$ cat src/rtl/branch_resolve_unit_pkg.sv
// branch_resolve_unit_pkg: branch opcodes, condition helpers and BHT constants
package branch_resolve_unit_pkg;
  localparam int OPC_W = 6;
  localparam logic [1:0] BHT_INIT = 2'b01;
  localparam logic [OPC_W-1:0] I_ADD  = 6'h01;
  localparam logic [OPC_W-1:0] I_JMP  = 6'h20;
  localparam logic [OPC_W-1:0] I_JMPR = 6'h21;
  localparam logic [OPC_W-1:0] I_BEQ  = 6'h22;
  localparam logic [OPC_W-1:0] I_BNE  = 6'h23;
  localparam logic [OPC_W-1:0] I_BLT  = 6'h24;
  localparam logic [OPC_W-1:0] I_BGE  = 6'h25;
  localparam logic [OPC_W-1:0] I_BLTU = 6'h26;
  localparam logic [OPC_W-1:0] I_BGEU = 6'h27;

  function automatic logic is_cond(input logic [OPC_W-1:0] op);
    return op inside {I_BEQ, I_BNE, I_BLT, I_BGE, I_BLTU, I_BGEU};
  endfunction

  function automatic logic is_branch(input logic [OPC_W-1:0] op);
    return is_cond(op) | (op == I_JMP) | (op == I_JMPR);
  endfunction

  // eq/lt/ltu are the operand comparisons, computed at the caller's data width
  function automatic logic branch_cond(input logic [OPC_W-1:0] op, input logic eq, input logic lt, input logic ltu);
    return op == I_BEQ  ? eq :
           op == I_BNE  ? ~eq :
           op == I_BLT  ? lt :
           op == I_BGE  ? ~lt :
           op == I_BLTU ? ltu :
           op == I_BGEU ? ~ltu :
           (op == I_JMP) | (op == I_JMPR);
  endfunction
endpackage

$ cat src/rtl/branch_resolve_unit_if.sv
// branch_resolve_unit_if: filled-op input handshake and CDB output handshake
interface branch_resolve_unit_if #(
  parameter int DATA_W  = 32,
  parameter int INSTR_W = 6,
  parameter int TAG_W   = 3
);
  logic                    x_valid;
  logic                    x_ready;
  logic [TAG_W-1:0]        x_tag;
  logic [INSTR_W-1:0]      x_opcode;
  logic [DATA_W-1:0]       x_a1;
  logic [DATA_W-1:0]       x_a2;
  logic [DATA_W-1:0]       x_dst;
  logic [TAG_W+DATA_W-1:0] o_cdb;
  logic                    o_valid;
  logic                    o_ready;
  modport master (output x_valid, x_tag, x_opcode, x_a1, x_a2, x_dst, o_ready, input x_ready, o_cdb, o_valid);
  modport slave  (input x_valid, x_tag, x_opcode, x_a1, x_a2, x_dst, o_ready, output x_ready, o_cdb, o_valid);
endinterface

$ cat src/rtl/branch_resolve_unit_bht.sv
// branch_history_table: PC-indexed 2-bit saturating counters with one read and one update port
module branch_history_table
  import branch_resolve_unit_pkg::*;
#(
  parameter int BHT_W = 6
) (
  input  logic             clk,
  input  logic             nrst,
  input  logic [BHT_W-1:0] rd_idx,
  output logic             rd_take,
  input  logic             upd_en,
  input  logic [BHT_W-1:0] upd_idx,
  input  logic             upd_inc
);
  logic [1:0] cnt [2**BHT_W];

  assign rd_take = cnt[rd_idx][1];

  // saturating train; reads in the same cycle still see the old counter
  always_ff @(posedge clk or negedge nrst) begin
    if (!nrst) begin
      for (int i = 0; i < 2**BHT_W; i++) cnt[i] <= BHT_INIT;
    end else if (upd_en) begin
      cnt[upd_idx] <= upd_inc ? (cnt[upd_idx] == 2'd3 ? 2'd3 : cnt[upd_idx] + 2'd1)
                              : (cnt[upd_idx] == 2'd0 ? 2'd0 : cnt[upd_idx] - 2'd1);
    end
  end
endmodule

$ cat src/rtl/branch_resolve_unit.sv
// branch_resolve_unit: resolves branches to the CDB, tracks per-tag outcome, predicts via BHT
module branch_resolve_unit
  import branch_resolve_unit_pkg::*;
#(
  parameter int DATA_W  = 32,
  parameter int INSTR_W = OPC_W,
  parameter int TAG_W   = 3,
  parameter int PC_W    = 16,
  parameter int BHT_W   = 6
) (
  input  logic               clk,
  input  logic               nrst,
  input  logic               clear,
  input  logic               disp_valid,
  input  logic [TAG_W-1:0]   disp_tag,
  input  logic               disp_pred,
  branch_resolve_unit_if.slave xb,
  input  logic [PC_W-1:0]    pred_pc,
  output logic               pred_take,
  input  logic               commit_valid,
  input  logic [TAG_W-1:0]   commit_tag,
  input  logic [INSTR_W-1:0] commit_opcode,
  input  logic [PC_W-1:0]    commit_pc,
  output logic               pred_condition,
  output logic               true_condition,
  output logic               pred_miss,
  output logic               commit_err
);
  localparam int NT = 2**TAG_W;

  logic [NT-1:0] pred_r, true_r, res_r;
  logic          acc, x_br, x_cond, byp, c_cond, c_res;

  assign xb.x_ready = ~clear & (~xb.o_valid | xb.o_ready);
  assign acc    = xb.x_valid & xb.x_ready;
  assign x_br   = is_branch(xb.x_opcode);
  assign x_cond = branch_cond(xb.x_opcode, xb.x_a1 == xb.x_a2,
                              $signed(xb.x_a1) < $signed(xb.x_a2), xb.x_a1 < xb.x_a2);

  // exec result forwarded to commit when it resolves the committing tag this cycle
  assign byp            = acc & x_br & (xb.x_tag == commit_tag);
  assign c_cond         = is_cond(commit_opcode);
  assign c_res          = byp | res_r[commit_tag];
  assign pred_condition = pred_r[commit_tag];
  assign true_condition = byp ? x_cond : true_r[commit_tag];
  assign commit_err     = commit_valid & c_cond & ~c_res;
  assign pred_miss      = commit_valid & ((commit_opcode == I_JMPR) |
                          (c_cond & c_res & (true_condition ^ pred_condition)));

  // CDB output stage plus per-tag prediction/outcome bookkeeping; dispatch overrides exec
  always_ff @(posedge clk or negedge nrst) begin
    if (!nrst) begin
      xb.o_valid <= 1'b0;
      xb.o_cdb   <= '0;
      pred_r     <= '0;
      true_r     <= '0;
      res_r      <= '0;
    end else if (clear) begin
      xb.o_valid <= 1'b0;
      pred_r     <= '0;
      res_r      <= '0;
    end else begin
      if (acc) begin
        xb.o_cdb   <= {xb.x_tag, xb.x_dst};
        xb.o_valid <= 1'b1;
      end else if (xb.o_ready) begin
        xb.o_valid <= 1'b0;
      end
      if (acc && x_br) begin
        true_r[xb.x_tag] <= x_cond;
        res_r[xb.x_tag]  <= 1'b1;
      end
      if (disp_valid) begin
        pred_r[disp_tag] <= disp_pred;
        res_r[disp_tag]  <= 1'b0;
      end
    end
  end

  branch_history_table #(.BHT_W(BHT_W)) u_bht (
    .clk     (clk),
    .nrst    (nrst),
    .rd_idx  (pred_pc[BHT_W-1:0]),
    .rd_take (pred_take),
    .upd_en  (commit_valid & c_cond & c_res & ~clear),
    .upd_idx (commit_pc[BHT_W-1:0]),
    .upd_inc (true_condition)
  );
endmodule

$ cat src/flat_wrapper.sv
// flat-port wrapper written by rule: the top's interface ports become plain ports
module branch_resolve_unit_flat import branch_resolve_unit_pkg::*;
#(
  parameter int DATA_W  = 32,
  parameter int INSTR_W = OPC_W,
  parameter int TAG_W   = 3,
  parameter int PC_W    = 16,
  parameter int BHT_W   = 6
)
  (clk, nrst, clear, disp_valid, disp_tag, disp_pred, pred_pc, pred_take, commit_valid, commit_tag, commit_opcode, commit_pc, pred_condition, true_condition, pred_miss, commit_err, xb_x_valid, xb_x_tag, xb_x_opcode, xb_x_a1, xb_x_a2, xb_x_dst, xb_o_ready, xb_x_ready, xb_o_cdb, xb_o_valid);
  branch_resolve_unit_if #(.DATA_W(DATA_W), .INSTR_W(INSTR_W), .TAG_W(TAG_W)) xb_i ();
  input  logic clk;
  input  logic nrst;
  input  logic clear;
  input  logic disp_valid;
  input  logic [TAG_W-1:0] disp_tag;
  input  logic disp_pred;
  input  logic [PC_W-1:0] pred_pc;
  output logic pred_take;
  input  logic commit_valid;
  input  logic [TAG_W-1:0] commit_tag;
  input  logic [INSTR_W-1:0] commit_opcode;
  input  logic [PC_W-1:0] commit_pc;
  output logic pred_condition;
  output logic true_condition;
  output logic pred_miss;
  output logic commit_err;
  input wire logic [$bits(xb_i.x_valid)-1:0] xb_x_valid;
  input wire logic [$bits(xb_i.x_tag)-1:0] xb_x_tag;
  input wire logic [$bits(xb_i.x_opcode)-1:0] xb_x_opcode;
  input wire logic [$bits(xb_i.x_a1)-1:0] xb_x_a1;
  input wire logic [$bits(xb_i.x_a2)-1:0] xb_x_a2;
  input wire logic [$bits(xb_i.x_dst)-1:0] xb_x_dst;
  input wire logic [$bits(xb_i.o_ready)-1:0] xb_o_ready;
  output wire logic [$bits(xb_i.x_ready)-1:0] xb_x_ready;
  output wire logic [$bits(xb_i.o_cdb)-1:0] xb_o_cdb;
  output wire logic [$bits(xb_i.o_valid)-1:0] xb_o_valid;
  assign xb_i.x_valid = xb_x_valid;
  assign xb_i.x_tag = xb_x_tag;
  assign xb_i.x_opcode = xb_x_opcode;
  assign xb_i.x_a1 = xb_x_a1;
  assign xb_i.x_a2 = xb_x_a2;
  assign xb_i.x_dst = xb_x_dst;
  assign xb_i.o_ready = xb_o_ready;
  assign xb_x_ready = xb_i.x_ready;
  assign xb_o_cdb = xb_i.o_cdb;
  assign xb_o_valid = xb_i.o_valid;
  branch_resolve_unit #(.DATA_W(DATA_W), .INSTR_W(INSTR_W), .TAG_W(TAG_W), .PC_W(PC_W), .BHT_W(BHT_W)) u_core (.clk(clk), .nrst(nrst), .clear(clear), .disp_valid(disp_valid), .disp_tag(disp_tag), .disp_pred(disp_pred), .xb(xb_i), .pred_pc(pred_pc), .pred_take(pred_take), .commit_valid(commit_valid), .commit_tag(commit_tag), .commit_opcode(commit_opcode), .commit_pc(commit_pc), .pred_condition(pred_condition), .true_condition(true_condition), .pred_miss(pred_miss), .commit_err(commit_err));
endmodule
$ cat config.mk
export PLATFORM = sky130hd
export DESIGN_NAME = branch_resolve_unit_flat
export DESIGN_NICKNAME = d
export VERILOG_FILES = /design/src/rtl/branch_resolve_unit_pkg.sv /design/src/rtl/branch_resolve_unit_if.sv /design/src/rtl/branch_resolve_unit_bht.sv /design/src/rtl/branch_resolve_unit.sv /design/src/flat_wrapper.sv
export SDC_FILE = /design/constraint.sdc
export NUM_CORES = 1
export LEC_CHECK = 0
export ABC_AREA = 1
export ABC_CLOCK_PERIOD_IN_PS = 2600
export CAP_MARGIN = 10
export CORE_MARGIN = 2
export CORE_UTILIZATION = 39
export DETAILED_ROUTE_END_ITERATION = 10
export MAX_ROUTING_LAYER = met4
export PLACE_DENSITY = 0.66
export SLEW_MARGIN = 25
export SYNTH_ARGS = -nofsm -noshare
export SYNTH_HDL_FRONTEND = slang
export SYNTH_SLANG_ARGS = --single-unit
$ cat constraint.sdc
create_clock -name clk -period 2.6 [get_ports clk]
set_clock_uncertainty 0.1 [all_clocks]
set_input_delay 0.52 -clock clk [delete_from_list [all_inputs] [get_ports clk]]
set_output_delay 0.52 -clock clk [all_outputs]
set_load 0.01 [all_outputs]
# After elaboration in Yosys (flattened, before gate mapping)

Index checks and enable logic that the tools add are counted.

Bits of input ports: 157
Register bits: 188
Word-level logic and storage cells: 179

Reductions and logical operators: 11
Bitwise gates (word level): 29
Equality and inequality tests: 18
Multiplexer cells: 40
Magnitude comparators: 10
$add $sub $neg: 2

Operators by type and width:

| kind                                                                         | number |
|---|---|
| 128-bit bitwise mux                                                          | 1 |
| 6-bit equality test, second input constant                                   | 15 |
| 32-bit less-than comparator                                                  | 2 |
| 8-bit two-way mux                                                            | 6 |
| 32-bit equality test                                                         | 1 |
| 2-bit binary-select mux with 6-bit select                                    | 2 |
| 8-bit bitwise mux                                                            | 2 |
| 2-bit two-way mux                                                            | 8 |
| 1-bit two-way mux                                                            | 15 |
| 7-bit >= comparator, second input constant                                   | 2 |
| 6-bit NOT with 7-bit output                                                  | 2 |
| 2-bit demux with 6-bit select                                                | 1 |
| 3-bit by 4-bit less-than comparator with 1-bit output, second input constant | 3 |
| 6-bit nonzero test                                                           | 2 |
| 1-bit bitwise AND                                                            | 11 |
| 1-bit binary-select mux with 3-bit select                                    | 3 |
| 8-bit bitwise AND                                                            | 1 |
| 8-bit NOT                                                                    | 1 |
| 8-bit bitwise OR                                                             | 1 |
| 7-bit by 1-bit less-than comparator with 1-bit output, second input constant | 1 |
| 1-bit demux with 3-bit select                                                | 2 |
| 3-bit by 1-bit >= comparator with 1-bit output, second input constant        | 2 |
| 1-bit NOT                                                                    | 6 |
| 1-bit bitwise OR                                                             | 6 |
| 10 further kinds                                                             | 14 |

# Logic depth before layout (Yosys ltp)

Depth after elaboration: 13
Mapped depth: 24

# Cells and area by module

From an unflattened synthesis, not the netlist that was laid out.

Cells, all modules: 1639
Area total of the unflattened synthesis: 11554.8 µm²

Modules (own cells, without submodules):

| module               | instances | cells each | area each (µm²) |
|---|---|---|---|
| branch_history_table | 1         | 1208       | 7764.9 |
| branch_resolve_unit  | 1         | 431        | 3789.9 |

# Least setup slack after synthesis

No wires, ideal clock.

Path kind: input to output
Start point: in xb_x_a2[31]
End point: out pred_miss
Slack: -331 ps
Data arrival time: 2311 ps
Path buffers: 0
Required time: 1980 ps
Stages on the path: 16
Cell sequence: inv_1 > ha_1 > nand2_1 > nor2_1 > nand3_1 > nor3_1 > nand2_1 > nand2_1 > nand2_1 > nand3_1 > nand3_1 > nor2_1 > nand3_1 > nand3_1 > nand3_1 > a21oi_1

Cells in the longest elaborated chain, start to end: 13
Elaborated cells on any way between the ends: 17

Ends and longest elaborated chain:

| item                        | RTL line                      | source |
|---|---|---|
| start: declaration          | flat_wrapper.sv:32            | `input wire logic [$bits(xb_i.x_a2)-1:0] xb_x_a2;` |
| 32-bit less-than comparator | branch_resolve_unit.sv:38     | `$signed(xb.x_a1) < $signed(xb.x_a2), xb.x_a1 < xb.x_a2);` |
| 1-bit NOT                   | branch_resolve_unit_pkg.sv:30 | `op == I_BGEU ? ~ltu :` |
| 1-bit two-way mux           | branch_resolve_unit_pkg.sv:30 |  |
| 1-bit two-way mux           | branch_resolve_unit_pkg.sv:29 | `op == I_BLTU ? ltu :` |
| 1-bit two-way mux           | branch_resolve_unit_pkg.sv:28 | `op == I_BGE ? ~lt :` |
| 1-bit two-way mux           | branch_resolve_unit_pkg.sv:27 | `op == I_BLT ? lt :` |
| 1-bit two-way mux           | branch_resolve_unit_pkg.sv:26 | `op == I_BNE ? ~eq :` |
| 1-bit two-way mux *         | branch_resolve_unit_pkg.sv:25 | `return op == I_BEQ ? eq :` |
| 1-bit two-way mux *         | branch_resolve_unit.sv:45     | `assign true_condition = byp ? x_cond : true_r[commit_tag];` |
| 1-bit bitwise XOR *         | branch_resolve_unit.sv:48     | `(c_cond & c_res & (true_condition ^ pred_condition)));` |
| 1-bit bitwise AND *         | branch_resolve_unit.sv:48     |  |
| 1-bit bitwise OR *          | branch_resolve_unit.sv:47     | `assign pred_miss = commit_valid & ((commit_opcode == I_JMPR) \|` |
| 1-bit bitwise AND *         | branch_resolve_unit.sv:47     |  |
| end: declaration            | flat_wrapper.sv:26            | `output logic pred_miss;` |

Mark *: on every way between the ends. The rest lies on a longest branch, timed or not.

# Worst setup path in the final report

Start point: in xb_x_a2[29]
End point: out pred_miss

The elaborated chain is that of the path after synthesis.

==> qor.txt <==
===============================================================================================
Total negative slack for setup checks                                                  -8.07 ns
Gate count of the mapped netlist                                                           1427
Period minus WS final                                                                   3.12 ns
RSZ-0062 raised after global routing                                                       true
Largest stage delay on the critical path                                                0.27 ns
Total iterations of the first detailed-routing run                                            8
Top cell family by delay on the critical path                                      simple AND/OR/NAND/NOR gates
Root buf cell                                                                      sky130_fd_sc_hd__clkbuf_16
Kind of critical path                                                              primary input to primary output
Max Buffers Root-to-Sink                                                                      2
Pre-CTS setup slack                                                                    -1.43 ns
Synthesized area divided by synthesized cell count                                    7.69 um^2
Switching pwr                                                                           2380 uW
Leak pwr                                                                             0.00841 uW
Smallest setup slack after layout                                                     -0.523 ns
Post-layout nets                                                                           1985
Final routed DRC violation total                                                              0
Clock Power Share                                                                         36.1%
First-pass GRT wire length                                                              63.6 mm
Post-route clock period utilization                                                        120%
Yosys Warn Count                                                                              0
Die outline height                                                                       172 um
Largest vdd supply drop                                                              0.000425 V
Die Width                                                                                172 um
Violations in the final reports                                                    setup timing
Area enclosed by the die boundary                                                    29500 um^2
Layout overhead on the synthesized area                                                   58.0%
Final slew viol count                                                                         0
CP startpoint kind                                                                 primary input
H-tree depth reported by CTS                                                                  4
Critical path capture point type                                                   primary output
Initial drt markers                                                                        1519
Cell type contributing the most total cell area after synthesis                    sky130_fd_sc_hd__dfrtp_1
Overall fraction of global-route tracks in use                                            28.6%
Total power divided by cell area                                                    458 nW/um^2
Post-synthesis instance area                                                         11000 um^2
Sequential area share after synthesis                                                     43.6%
Number of port buffers                                                                      178
Via density                                                                                5.56
Buffering stage count on the worst path with inverters included                               5
Upper clock frequency limit                                                           0.320 GHz
Tightest Hold Check Type                                                           flop to flop
Mapped Nets                                                                                1616
Most frequent cell on the critical path                                            sky130_fd_sc_hd__nand3_1
Critical-path cell list                                                            buf_6, inv_4, ha_4, nand2_4, nor2_4, nand3_4, nor3_4, buf_4, nand2_1, nand3_1, inv_1, nor2_2, nand4_1, nand3_1, nand3_1, nand3_2, a21oi_2, buf_2
Per-cell routed wire length                                                             19.0 um
Fillcell total                                                                             2284
Fraction of power spent switching nets                                                    30.0%
Sequential cell fraction of total power                                                   39.2%
TritonCTS clock tree                                                                        yes
EDFF count, synth                                                                             0
Most used flip-flop cell after synthesis                                           sky130_fd_sc_hd__dfrtp_1
Relative slew margins                                                                     48.2%
Number of failing hold endpoints at the final stage                                           0
Total half-perimeter wirelength after legalization and detailed placement               25.9 mm
Number of antenna diodes                                                                      0
Number of routed nets with antenna violations                                                 0
Cell types occupying the most area after synthesis                                 sky130_fd_sc_hd__dfrtp_1 (28%), sky130_fd_sc_hd__dfstp_2 (15%), sky130_fd_sc_hd__nand2_1 (12%)
Final setup violation count                                                                 128
Vias after detailed routing                                                               12200
Most common cell in the netlist                                                    sky130_fd_sc_hd__nand2_1
Worst reg2reg setup slack                                                                  0 ns
Logic pwr share                                                                           24.7%
Share of final-layout standard cells stronger than drive strength 1                       37.9%
Result of the run                                                                  complete, but fails checks
Placer's final routability congestion estimate                                            0.916
Pin count of the biggest net entering global routing                                         60
CP max-delay cell                                                                  sky130_fd_sc_hd__ha_4
Cell variety after synth                                                                     46
Clock input transition at the sequential cells of the worst setup and hold paths        0.07 ns
Actual slew at the worst max-slew pin                                                  0.776 ns
Share of Yosys cell area claimed by the top area cell type                                28.3%
Register bit count reported by yosys                                                        188
Insertion delay of the later-clocked pin in the worst-skew pair                         0.45 ns
Critical Path AT                                                                        2.50 ns
Post-Route WL                                                                           41.5 mm
Data required time at the worst endpoint                                                1.98 ns
Core outline area                                                                    27700 um^2
Int Pwr                                                                                 5550 uW
Starting density of the core                                                              39.6%
Number of buffers added by the clock tree synthesis step                                     17
Via count of the first global-routing pass                                                12100
Clock sink count                                                                            188
Top cell types by occurrence after synthesis                                       sky130_fd_sc_hd__nand2_1 (350), sky130_fd_sc_hd__inv_1 (187), sky130_fd_sc_hd__nand3_1 (162)
Boundary pin count                                                                          199
Std cell rows                                                                                61
Largest fanout on the critical path                                                           4
Initial antenna violation count                                                               0
Number of max-cap violations                                                                  0
Smallest hold slack                                                                    0.369 ns
Grt total ovfl                                                                                0
FFs w/ async S/R, synth                                                                    100%
===============================================================================================
-- final cells by class --
type | count | area [um^2] | area share, %
multi-input combinational | 981 | 6660 | 38.4
sequential | 188 | 4780 | 27.6
timing repair buffer | 409 | 4020 | 23.2
inverter | 199 | 783 | 4.52
tap | 378 | 473 | 2.73
clock buffer | 17 | 425 | 2.45
clock inverter | 15 | 198 | 1.14
-- layer usage --
| layer | share of wire, % | GRT usage (%) | up-vias | wire length, um |
|---|---|---|---|---|
| li1 | - | - | 5531 | - |
| met1 | 40 | 36.3 | 5762 | 16500 |
| met2 | 47 | 45.3 | 725 | 19400 |
| met3 | 9.7 | 5.68 | 137 | 4010 |
| met4 | 3.7 | 10.8 | 0 | 1560 |
| met5 | 0 | - | - | 0 |
-- power by group through the flow --
| stage | sequential, uW | clock (uW) | combinational (uW) |
|---|---|---|---|
| 6_report | 3110 | 2870 | 1960 |
| 5_1_grt | 3120 | 3000 | 2070 |
| 4_1_cts | 3110 | 2900 | 1800 |
| 3_5_place_dp | 3160 | 0 | 1550 |
| 3_3_place_gp | 3150 | 0 | 1540 |
| 2_1_floorplan | 3200 | 0 | 582 |
-- registers in the layout, indices dropped and copies added, names as in the netlist --
register	flops
u_core.u_bht.cnt	128
u_core.xb.o_cdb	35
u_core.pred_r	8
u_core.res_r	8
u_core.true_r	8
u_core.xb.o_valid	1
-- final timing paths --
kind / from / end / cells after the start
setup reg to reg: u_core.xb.o_valid / u_core.u_bht.cnt[31] / 18
hold reg to reg: u_core.u_bht.cnt[32] / u_core.u_bht.cnt[32] / 2
max in group asynchronous: nrst / u_core.u_bht.cnt[92] / 3
hold / removal: u_core.u_bht.cnt[32] / u_core.u_bht.cnt[32] / 2
min in group asynchronous: nrst / u_core.u_bht.cnt[111] / 2
setup / recovery: xb_x_a2[29] / pred_miss / 18
-- cells in the final DEF, fill, tap and decap left out, types with 32 or more instances in the layout --
master / synthesis / layout
sky130_fd_sc_hd__a21oi_1: 52 / 39
sky130_fd_sc_hd__buf_2: 22 / 41
sky130_fd_sc_hd__buf_4: 0 / 167
sky130_fd_sc_hd__clkdlybuf4s50_1: 0 / 93
sky130_fd_sc_hd__dfrtp_1: 124 / 124
sky130_fd_sc_hd__dfstp_2: 64 / 64
sky130_fd_sc_hd__inv_1: 187 / 135
sky130_fd_sc_hd__inv_2: 10 / 51
sky130_fd_sc_hd__mux2_2: 32 / 32
sky130_fd_sc_hd__nand2_1: 350 / 322
sky130_fd_sc_hd__nand3_1: 162 / 147
sky130_fd_sc_hd__nor2_1: 65 / 51
sky130_fd_sc_hd__nor3_4: 1 / 55
sky130_fd_sc_hd__o21ai_0: 96 / 73
-- kinds of logic (layout without fill, tap and decap cells) --
kind of cell	after synthesis	after routing	share of synthesized area, %
AOI/OAI and AO/OA	221	221	12.2
and+or+nand+nor	692	693	27.9
adders and majority gates	32	32	3.65
xor gates and xnor gates	3	3	0.240
buffers and inverters	259	640	9.11
muxes	32	32	3.28
DFF	188	188	43.6
-- repair_timing --
item                                   in CTS  in global routing
pin swaps                                 102                 52
setup buffers                              38                  9
setup endpoints to repair                 139                137
hold buffers                                1                  0
endpoints found under the hold margin      26                  0
cloned                                      8                 11
gates resized for setup                   482                102
-- tightest hold or removal path, stage by stage, from the launching register on --
cell and delay [ns]:
sky130_fd_sc_hd__dfstp_2 0.37, sky130_fd_sc_hd__nand2_1 0.05, sky130_fd_sc_hd__nand2_1 0.05
-- metrics by stage --
step | cells | cell area [um^2] | util [%] | power, uW
after floorplan | 1427 | 11400 | - | 3780
after global placement | 2094 | 14900 | 53.9 | 4690
after detailed placement | 2094 | 14900 | 53.9 | 4710
after CTS | 2170 | 16900 | 60.9 | 7810
after global routing | 2187 | 17300 | 62.6 | 8200
final | 2187 | 17300 | 62.6 | 7930
(Power assumes the default switching activity.)
